--- config.mk ---
export PLATFORM = sky130hd
export DESIGN_NAME = adc_sample_scheduler
export DESIGN_NICKNAME = d
export VERILOG_FILES = /design/src/rtl/adc_sample_scheduler.sv
export SDC_FILE = /design/constraint.sdc
export NUM_CORES = 1
export LEC_CHECK = 0
export ABC_AREA = 1
export CAP_MARGIN = 10
export CORE_ASPECT_RATIO = 1.1
export CORE_MARGIN = 8
export CORE_UTILIZATION = 45
export CTS_CLUSTER_DIAMETER = 100
export DETAILED_ROUTE_END_ITERATION = 10
export PLACE_DENSITY = 0.62
export SETUP_SLACK_MARGIN = 0.3
export SLEW_MARGIN = 20
export SYNTH_ARGS = -nofsm -noshare
export SYNTH_HDL_FRONTEND = slang
export SYNTH_SLANG_ARGS = --single-unit
--- constraint.sdc ---
create_clock -name clk_in -period 9.3 [get_ports clk_in]
set_input_delay 1.395 -clock clk_in [delete_from_list [all_inputs] [get_ports clk_in]]
set_output_delay 1.395 -clock clk_in [all_outputs]
set_load 0.01 [all_outputs]
--- src/rtl/adc_sample_scheduler.sv ---
// Captures per-channel ADC samples into holding registers and serves them one at a
// time to a shared PID core through a round-robin arbiter with a valid/ready handshake.
module adc_sample_scheduler #(
    parameter int W_DATA = 18,
    parameter int N_CHAN = 6,
    parameter int W_CHAN = 3
) (
    input  logic                     clk_in,
    input  logic                     reset_in,
    input  logic [N_CHAN-1:0]        data_valid_in,
    input  logic signed [W_DATA-1:0] data_a_in,
    input  logic signed [W_DATA-1:0] data_b_in,
    input  logic [N_CHAN-1:0]        chan_en_in,
    input  logic                     update_in,
    input  logic                     pid_ready_in,
    input  logic                     ovr_clear_in,
    output logic                     pid_valid_out,
    output logic [W_CHAN-1:0]        pid_chan_out,
    output logic signed [W_DATA-1:0] pid_data_out,
    output logic [N_CHAN-1:0]        chan_en_out,
    output logic [N_CHAN-1:0]        overrun_out
);

    localparam int HALF = N_CHAN / 2;

    localparam logic [0:0] ST_IDLE    = 1'b0;
    localparam logic [0:0] ST_PRESENT = 1'b1;

    logic [0:0]               state_q, state_d;
    logic [W_CHAN-1:0]        last_q, last_d;
    logic [N_CHAN-1:0]        pend_q, pend_d;
    logic [N_CHAN-1:0]        en_q, en_d;
    logic [N_CHAN-1:0]        ovr_q, ovr_d;
    logic                     vld_q, vld_d;
    logic [W_CHAN-1:0]        chan_q, chan_d;
    logic signed [W_DATA-1:0] data_q, data_d;
    logic signed [W_DATA-1:0] hold_q [N_CHAN];
    logic signed [W_DATA-1:0] hold_d [N_CHAN];

    logic [N_CHAN-1:0] cap;
    logic [N_CHAN-1:0] gnt_oh;
    logic [W_CHAN-1:0] gnt_idx;
    logic              gnt_vld;
    logic              arb_go;

    always_comb begin
        cap     = data_valid_in & en_q;
        arb_go  = (state_q == ST_IDLE) || pid_ready_in;
        gnt_vld = 1'b0;
        gnt_idx = '0;
        gnt_oh  = '0;
        // Scan from farthest to nearest so the nearest pending channel after last_q wins.
        for (int k = N_CHAN; k >= 1; k--) begin
            int idx;
            idx = (int'(last_q) + k) % N_CHAN;
            if (pend_q[idx]) begin
                gnt_vld = 1'b1;
                gnt_idx = W_CHAN'(idx);
            end
        end
        if (arb_go && gnt_vld) gnt_oh[gnt_idx] = 1'b1;

        // A capture on the granted channel re-arms pending; the mask update has final say.
        pend_d = (pend_q & ~gnt_oh) | cap;
        if (update_in) pend_d = pend_d & chan_en_in;

        en_d  = update_in ? chan_en_in : en_q;
        ovr_d = (ovr_clear_in ? '0 : ovr_q) | (cap & pend_q & ~gnt_oh);

        for (int i = 0; i < N_CHAN; i++) begin
            hold_d[i] = hold_q[i];
            if (cap[i]) hold_d[i] = (i < HALF) ? data_a_in : data_b_in;
        end

        state_d = state_q;
        last_d  = last_q;
        vld_d   = vld_q;
        chan_d  = chan_q;
        data_d  = data_q;
        if (arb_go) begin
            if (gnt_vld) begin
                data_d  = hold_q[gnt_idx];
                chan_d  = gnt_idx;
                vld_d   = 1'b1;
                last_d  = gnt_idx;
                state_d = ST_PRESENT;
            end else begin
                vld_d   = 1'b0;
                state_d = ST_IDLE;
            end
        end
    end

    always_ff @(posedge clk_in) begin
        if (reset_in) begin
            state_q <= ST_IDLE;
            last_q  <= W_CHAN'(N_CHAN - 1);
            pend_q  <= '0;
            en_q    <= '0;
            ovr_q   <= '0;
            vld_q   <= 1'b0;
            chan_q  <= '0;
            data_q  <= '0;
            for (int i = 0; i < N_CHAN; i++) hold_q[i] <= '0;
        end else begin
            state_q <= state_d;
            last_q  <= last_d;
            pend_q  <= pend_d;
            en_q    <= en_d;
            ovr_q   <= ovr_d;
            vld_q   <= vld_d;
            chan_q  <= chan_d;
            data_q  <= data_d;
            for (int i = 0; i < N_CHAN; i++) hold_q[i] <= hold_d[i];
        end
    end

    assign pid_valid_out = vld_q;
    assign pid_chan_out  = chan_q;
    assign pid_data_out  = data_q;
    assign chan_en_out   = en_q;
    assign overrun_out   = ovr_q;

endmodule

After elaboration in Yosys (flattened, before gate mapping)
Memories as Yosys holds them, arrays and structs flattened. A register that Yosys moved wholly into a read port is not among the register bits.
Index checks and enable logic that the tools add are counted.
W data, S select, Z words.

storage, ports and cells
  bits in registers = 25
  RAM bits = 108
  input port bits = 53
  word-level logic and storage cells = 109
  memories kept = 1

memories
  memory  depth  width  read ports  clocked after Yosys merged registers in  write ports  RTL line  text
  hold_q  6      18     1           1                                        6            37        logic signed [W_DATA-1:0] hold_q [N_CHAN];

operators by class
  $add $sub $neg = 6
  div/mod/pow operators = 6
  order comparisons = 8
  equal/unequal tests = 6
  mux-type cells = 51
  bitwise gates (word level) = 15
  reduce and logical (&&, ||, !) cells = 10

operators with widths
  cell                     number
  $mux W18                 12
  $lt A32 B5 Y1 const B    6
  $mod A32 B4 Y32 const B  6
  $and A6 B6 Y6            5
  $mux W1                  23
  $bmux W1 S3              6
  $mux W3                  6
  $mux W6                  3
  $reduce_and A2 Y1        7
  $add A3 B3 Y4 const B    3
  $or A6 B6 Y6             2
  $add A3 B2 Y4 const B    2
  $ne A1 B1 Y1 const B     6
  $not A6 Y6               1
  $or A1 B1 Y1             6
  $add A3 B1 Y4 const B    1
  $lt A3 B4 Y1 const B     1
  $demux W1 S3             1
  $ge A3 B1 Y1 const B     1
  $logic_and A1 B1 Y1      2
  $logic_or A1 B1 Y1       1
  $not A1 Y1               1

Depth between registers and ports, before layout
Gate-level depths: netlist of run 1.

  word-level depth = 21
  gate-level depth with buffers = 30
  gate-level depth less buffers = 27

Worst setup path before layout of run 1
No wires, ideal clock.

  kind = register to register
  start = reg last_q[1]
  end = reg data_q[0] (netlist: pid_data_out[0]) (read register of hold_q)
  library setup time = 119 ps
  arrival = 2951 ps
  setup slack = 6230 ps
  stages on the path, launching flop included = 23
  period minus slack after synthesis = 3070 ps
  cell sequence = dfxtp_1 -> inv_1 -> ha_1 -> a21oi_2 -> inv_1 -> ha_1 -> nor2_1 -> nand2_1 -> nand2_1 -> nand2_1 -> nand2_1 -> nand2_1 -> nand2_1 -> nand3_2 -> nand2_1 -> nor2_1 -> nand2_1 -> nand2_1 -> a21oi_2 -> buf_2 -> nand3_1 -> nand3_1 -> a21oi_1

between the ends
  cells in the longest elaborated chain, start to end = 12
  elaborated cells on any way between the ends = 43
  those cells by class = add/sub (6); div (6); mux (30); reduce/logical (1)

RTL lines
  what                                         RTL line  text
  start: declaration                           30        logic [W_CHAN-1:0] last_q, last_d;
  start signal: assignment                     97        last_q <= W_CHAN'(N_CHAN - 1);
  start signal: assignment                     107       last_q <= last_d;
  $add A3 B3 Y4                                55        idx = (int'(last_q) + k) % N_CHAN;
  $mod A32 B4 Y32                              55
  $bmux W1 S3                                  56        if (pend_q[idx]) begin
  $mux W1 (implied by the code) (2 in series)  56
  $mux W1 (6 in series)                        56
  $reduce_and A2 Y1 (no line)                  -
  end: declaration                             36        logic signed [W_DATA-1:0] data_q, data_d;

Parallel ways exist; a longest one is shown, timed or not. The select of a mux whose other input is x is not followed.
A chain may end at the register's enable or synchronous reset.

Worst setup path after layout of run 1
  start = reg last_q[1]
  end = reg ovr_q[5] (netlist: overrun_out[5])

between the ends
  cells in the longest elaborated chain, start to end = 19
  elaborated cells on any way between the ends = 52
  those cells by class = add/sub (6); div (6); order compare (2); mux (33); bitwise (3); reduce/logical (2)

RTL lines
  what                                                                       RTL line  text
  $add A3 B3 Y4                                                              55
  $mod A32 B4 Y32                                                            55
  $bmux W1 S3                                                                56
  $mux W1 (implied by the code) (2 in series)                                56
  $mux W3 (6 in series)                                                      56
  $lt A3 B4 Y1 (implied by the code) / $ge A3 B1 Y1 (equally long branches)  61        if (arb_go && gnt_vld) gnt_oh[gnt_idx] = 1'b1;
  $logic_and A1 B1 Y1 (implied by the code)                                  61
  $mux W1 (implied by the code)                                              61
  $demux W1 S3                                                               61
  $mux W6 *                                                                  61
  $not A6 Y6 *                                                               68        ovr_d = (ovr_clear_in ? '0 : ovr_q) | (cap & pend_q & ~gnt_oh);
  $and A6 B6 Y6 *                                                            68
  $or A6 B6 Y6 *                                                             68
  end signal: assignment                                                     110       ovr_q <= ovr_d;
  end: declaration                                                           33        logic [N_CHAN-1:0] ovr_q, ovr_d;

Mark *: on every way between the ends. The rest lies on a longest branch, timed or not. The select of a mux whose other input is x is not followed.

==> impl_metrics.env, run 1 <==
export IMPL_antenna_left=0
export IMPL_synth_cell_types=27
export IMPL_fin_util=0.5517
export IMPL_post_cts_resized=0
export IMPL_grt_overflow=0
export IMPL_avgSynthCellArea_sq_um=8.350
export IMPL_relSlewSlack=0.3642
export IMPL_synth_area_leaders="edfxtp_1 (43%), dfxtp_1 (11%), nand3_1 (10%)"
export IMPL_layout_nets=1042
export IMPL_dpl_hpwl_microns=13870
export IMPL_grt_pass1_wl_microns=31960
export IMPL_ys_seq_area_frac=0.5399
export IMPL_die_w_microns=139.6
export IMPL_clock_latency_ns=0.42
export IMPL_synth_most_common_cell="nand2_1"
export IMPL_grt_pass1_vias=6151
export IMPL_ys_ff_latch=150
export IMPL_ys_warn_count=0
export IMPL_maxCapViolCount=0
export IMPL_drc=0
export IMPL_dpl_instance_area_sq_mm=0.008454
export IMPL_cts_setup_buffers=0
export IMPL_hold_path_class="register to register"
export IMPL_maxSlewViolCount=0
export IMPL_diodes=0
export IMPL_synthTopCellsByCount="nand2_1 (175), nand3_1 (155), nor2_1 (140), inv_1 (120), edfxtp_1 (108)"
export IMPL_initial_utilization=0.4604
export IMPL_grtUsageTotal=0.1921
export IMPL_route_vias_total=6185
export IMPL_grt_start_max_net_pins=57
export IMPL_clockRootBuffer="clkbuf_16"
export IMPL_cp_endpoint="overrun_out[5]$_SDFF_PP0_"
export IMPL_place_ws_ns=4.740
export IMPL_cts_buffers=17
export IMPL_hold_violations=0
export IMPL_synth_edf_count=108
export IMPL_finish_instance_area_sq_mm=0.009065
export IMPL_final_setup_viol_count=0
export IMPL_fillCellCount=1564
export IMPL_ios=87
export IMPL_first_iter_violations=381
export IMPL_routedWlPerCell_microns=16.77
export IMPL_rsz0062_at_grt="no"
export IMPL_synth_nets=973
export IMPL_clkSinkCount=150
export IMPL_synthFlopType="edfxtp_1"
export IMPL_min_period_ns=4.621
export IMPL_async_flop_share=0
export IMPL_antenna_found_initial=0
export IMPL_tritoncts="done"
export IMPL_finClkSkew_ns=0.005573
export IMPL_fin_setup_tns_ns=0
export IMPL_worst_pin_slew_ns=0.9510
export IMPL_hold_buffers=0
export IMPL_critPathArrivalTime_ns=4.89
export IMPL_clk_pin_slew_ns=0.06
export IMPL_r2r_end="overrun_out[5]$_SDFF_PP0_"
export IMPL_drive_gt1_frac=0.06073
export IMPL_status="finished, final reports clean"
export IMPL_r2r_cells=25
export IMPL_fin_crit_sh=0.4969
export IMPL_vias_per_cell=5.189
export IMPL_die_area_sq_mm=0.02122
export IMPL_reg2reg_from="last_q[1]$_SDFFE_PP0P_"
export IMPL_reg2reg_slack_ns=4.68
export IMPL_cp_end_kind="register"
export IMPL_cts_max_level=4
export IMPL_synth_top_area_share=0.4287
export IMPL_crit_start="last_q[1]$_SDFFE_PP0P_"
export IMPL_core_area_sq_mm=0.01643
export IMPL_required_ns=9.57
export IMPL_cp_max_fo=56
export IMPL_postSynthCellCount=906
export IMPL_synth_area_sq_mm=0.007565
export IMPL_setup_slack_ns=4.679
export IMPL_clock_path_buffers=2
export IMPL_path_class="register to register"
export IMPL_die_y_microns=152.0
export IMPL_area_growth_pct=19.83
export IMPL_yosys_area_top_type="edfxtp_1"
export IMPL_first_pass_iters=5
export IMPL_portBuffers=86
export IMPL_gp_congestion=0.9259
export IMPL_multiInputGateArea_sq_mm=0.002725
export IMPL_max_freq_mhz=216.4
export IMPL_cp_start_kind="register"
export IMPL_regArea_sq_mm=0.004084
export IMPL_row_count=49
export IMPL_drt_wl_total_microns=19990
placed cells by master (no fill, tap or decap), types with 7 or more instances in the layout:
cell / n
nand4_1: 7
a21oi_1: 28
inv_2: 11
nor2_1: 140
dfxtp_1: 42
nand3_1: 155
o21ai_0: 37
nand2_2: 8
clkbuf_16: 17
inv_1: 120
clkdlybuf4s50_1: 86
nand2_1: 175
edfxtp_1: 108
ha_1: 14
state kept, by name, summed over array words and instances, names as in the netlist:
| name | cells |
|---|---|
| chan_en_out | 6 |
| pid_valid_out | 1 |
| last_q | 3 |
| pid_data_out | 18 |
| overrun_out | 6 |
| pid_chan_out | 2 |
| hold_q | 108 |
| pend_q | 6 |
final cells by class:
class	count	share of cell area
Clock buffer	18	0.04734
Clock inverter	14	0.02001
Inverter	131	0.05424
Multi-Input combinational cell	584	0.3006
Sequential cell	150	0.4505
Tap cell	204	0.02816
Timing Repair Buffer	91	0.09910
worst max-delay path: stages (launching register included):
cell and delay (ns):
dfxtp_1 0.58, inv_1 0.27, ha_1 0.34, a21oi_2 0.23, inv_1 0.08, ha_1 0.29, nor2_1 0.10, nand2_1 0.05
nand2_1 0.09, nand2_1 0.07, nand2_1 0.08, nand2_1 0.08, nand2_1 0.08, nand3_2 0.08, nand2_1 0.10, inv_2 0.04
nand2_1 0.05, nand2_1 0.08, nand3_2 0.06, buf_4 0.47, nand2_1 0.21, buf_4 0.36, nor2_1 0.27, nand2_1 0.12
nand2_1 0.12, o21ai_0 0.07
logic make-up after synthesis:
family	count (synthesis)	synth area share
simple gates	496	0.2847
compound gates	72	0.04978
mux	2	0.002646
buf+inv	172	0.09990
fa+ha+maj	14	0.02316
flops	150	0.5399
worst min-delay path by stage:
stage,startpoint,end,slack [ns],depth (start not counted)
5_1_grt,pid_chan_out[2]$_SDFFE_PP0P_,pid_chan_out[2]$_SDFFE_PP0P_,0.49,2
4_1_cts,pid_chan_out[2]$_SDFFE_PP0P_,pid_chan_out[2]$_SDFFE_PP0P_,0.46,2
3_5_place_dp,overrun_out[2]$_SDFF_PP0_,overrun_out[2]$_SDFF_PP0_,0.45,2
6_report,overrun_out[2]$_SDFF_PP0_,overrun_out[2]$_SDFF_PP0_,0.46,2
2_1_floorplan,pend_q[5]$_SDFF_PP0_,pend_q[5]$_SDFF_PP0_,0.46,2
3_3_place_gp,overrun_out[2]$_SDFF_PP0_,overrun_out[2]$_SDFF_PP0_,0.44,2
per-layer routing:
layer	routed length, microns	track usage
met1	8323	0.2184
met2	10320	0.3440
met3	1019	0.04701
met4	326	0.06729
met5	0	0
per-stage QoR:
stage               std cells  hold WS (ns)
finish                   1192        0.4589
global route             1192        0.4904
CTS                      1192        0.4636
detailed placement       1160        0.4510
global placement         1160        0.4442
floorplan                 906        0.4557
Power of run 1 is left out: the tool's default activity adds up to more than one toggle a clock period on the data nets, which glitch-free logic cannot reach.
==> inputs of run 2 (changes only) <==
clock period = 4.7 ns   (was 9.3 ns; I/O delays follow)
==> run 2 against run 1 <==
Effect of this change:
- sequential share of layout area fell by 0.093 points
- final area rose by 0.21%
- worst hold slack improved by 0.00075 ns
- clock-buffer cell count fell by 1
- critical endpoint is now overrun_out[3]$_SDFF_PP0_
==> impl_metrics.env, run 2 (synthesized netlist as in run 1, its figures left out) <==
export IMPL_cts_buffers=17
export IMPL_hold_path_class="register to register"
export IMPL_clk_pin_slew_ns=0.06
export IMPL_top_register="hold_q"
export IMPL_crit_slowest_cell="dfxtp_1"
export IMPL_hold_buffers=0
export IMPL_worst_path_most_repeated_cell="nand2_1"
export IMPL_fillCellCount=1576
export IMPL_cp_buffers_inverters=3
export IMPL_die_y_microns=152.0
export IMPL_dpl_hpwl_microns=14390
export IMPL_rsz0062_at_grt="no"
export IMPL_grt_start_max_net_pins=56
export IMPL_worst_pin_slew_ns=0.9434
export IMPL_diodes=0
export IMPL_status="finished, final reports clean"
export IMPL_ios=87
export IMPL_row_count=49
export IMPL_layout_commonest_cell="nand2_1"
export IMPL_gp_congestion=0.9256
export IMPL_core_area_sq_mm=0.01643
export IMPL_drc=0
export IMPL_crit_family="simple AND/OR/NAND/NOR gates"
export IMPL_relSlewSlack=0.3693
export IMPL_required_ns=4.97
export IMPL_layout_nets=1046
export IMPL_critPathArrivalTime_ns=4.14
export IMPL_clock_latency_ns=0.43
export IMPL_route_vias_total=6163
export IMPL_finClkSkew_ns=0.009778
export IMPL_vias_per_cell=5.153
export IMPL_final_setup_viol_count=0
export IMPL_final_cell_mix="nand2_1 (175), nand3_1 (155), nor2_1 (140)"
export IMPL_clock_path_buffers=2
export IMPL_max_freq_mhz=258.3
export IMPL_antenna_left=0
export IMPL_tritoncts="done"
export IMPL_die_w_microns=139.6
export IMPL_hold_violations=0
export IMPL_cp_end_kind="register"
export IMPL_initial_utilization=0.4604
export IMPL_clockRootBuffer="clkbuf_16"
export IMPL_fin_crit_sh=0.8238
export IMPL_top_layer="met4"
export IMPL_post_cts_resized=0
export IMPL_largest_reg_flops=108
export IMPL_drive_gt1_frac=0.06552
export IMPL_wl_met2_microns=10520
export IMPL_maxCapViolCount=0
export IMPL_slowest_delay_ns=0.50
export IMPL_cp_start_kind="register"
export IMPL_maxSlewViolCount=0
export IMPL_cts_setup_buffers=0
export IMPL_routedWlPerCell_microns=17.14
export IMPL_cts_max_level=4
export IMPL_clkSinkCount=150
export IMPL_grt_pass1_vias=6190
export IMPL_portBuffers=86
export IMPL_wl_met3_microns=741
export IMPL_min_period_ns=3.872
export IMPL_die_area_sq_mm=0.02122
export IMPL_path_cells="inv_1, ha_1, a21oi_2, inv_1, ha_1, nor2_1, nand2_1, nand2_1, nand3_1, nand2_1, nand2_1, nand3_2, nand2_1, inv_2, nand2_1, nand2_1, nand2_2, nand2_2, nand2_1, nor2_1, nand2_1, nand2_1, o21ai_0"
export IMPL_path_class="register to register"
export IMPL_grt_pass1_wl_microns=32480
export IMPL_drt_met1_wl_microns=8458
export IMPL_grt_overflow=0
export IMPL_first_pass_iters=4
export IMPL_drt_wl_total_microns=20500
export IMPL_grtUsageTotal=0.1973
export IMPL_first_iter_violations=456
export IMPL_area_growth_pct=20.08
export IMPL_fin_setup_tns_ns=0
export IMPL_cp_max_fo=15
export IMPL_antenna_found_initial=0
## run 2: layer usage
layer  GRT usage  vias to the layer above
met2      0.3470                      159
met1      0.2238                     2877
met3     0.03635                       46
met4      0.1035                        0
li1            -                     3081
met5           0                        -
## run 2: layout make-up
class                      count  area [sq um]  area share
timing repair buffer          95         940.9      0.1036
sequential                   150          4084      0.4496
clock buffer                  17         425.4     0.04683
clock inverter                15         161.4     0.01777
multi-input combinational    584          2725      0.3000
tap                          204         255.2     0.02810
inverter                     131         491.7     0.05413
## run 2: tightest hold or removal path: stages, from the launching register on
cell	delay (ns)
dfxtp_1	0.33
nand2_1	0.05
o21ai_0	0.05
## run 2: final timing paths
kind / startpoint / endpoint / slack (ns) / depth (start not counted)
max reg2reg: last_q[1]$_SDFFE_PP0P_ / overrun_out[3]$_SDFF_PP0_ / 0.83 / 23
max: last_q[1]$_SDFFE_PP0P_ / overrun_out[3]$_SDFF_PP0_ / 0.83 / 23
min reg2reg: overrun_out[2]$_SDFF_PP0_ / overrun_out[2]$_SDFF_PP0_ / 0.46 / 2
min: overrun_out[2]$_SDFF_PP0_ / overrun_out[2]$_SDFF_PP0_ / 0.46 / 2
## run 2: metrics by stage
step | cells | setup slack, ns | hold WS (ns) | util | cell area [sq um]
after CTS | 1196 | 0.7993 | 0.4662 | 0.5528 | 9084
after global placement | 1164 | 0.8947 | 0.4422 | 0.5171 | 8497
after detailed placement | 1164 | 0.7975 | 0.4494 | 0.5171 | 8497
after global routing | 1196 | 0.3386 | 0.4944 | 0.5528 | 9084
final | 1196 | 0.8280 | 0.4596 | 0.5528 | 9084
after floorplan | 906 | 1.630 | 0.4557 | - | 7565
Power of run 2 is left out for the same reason.
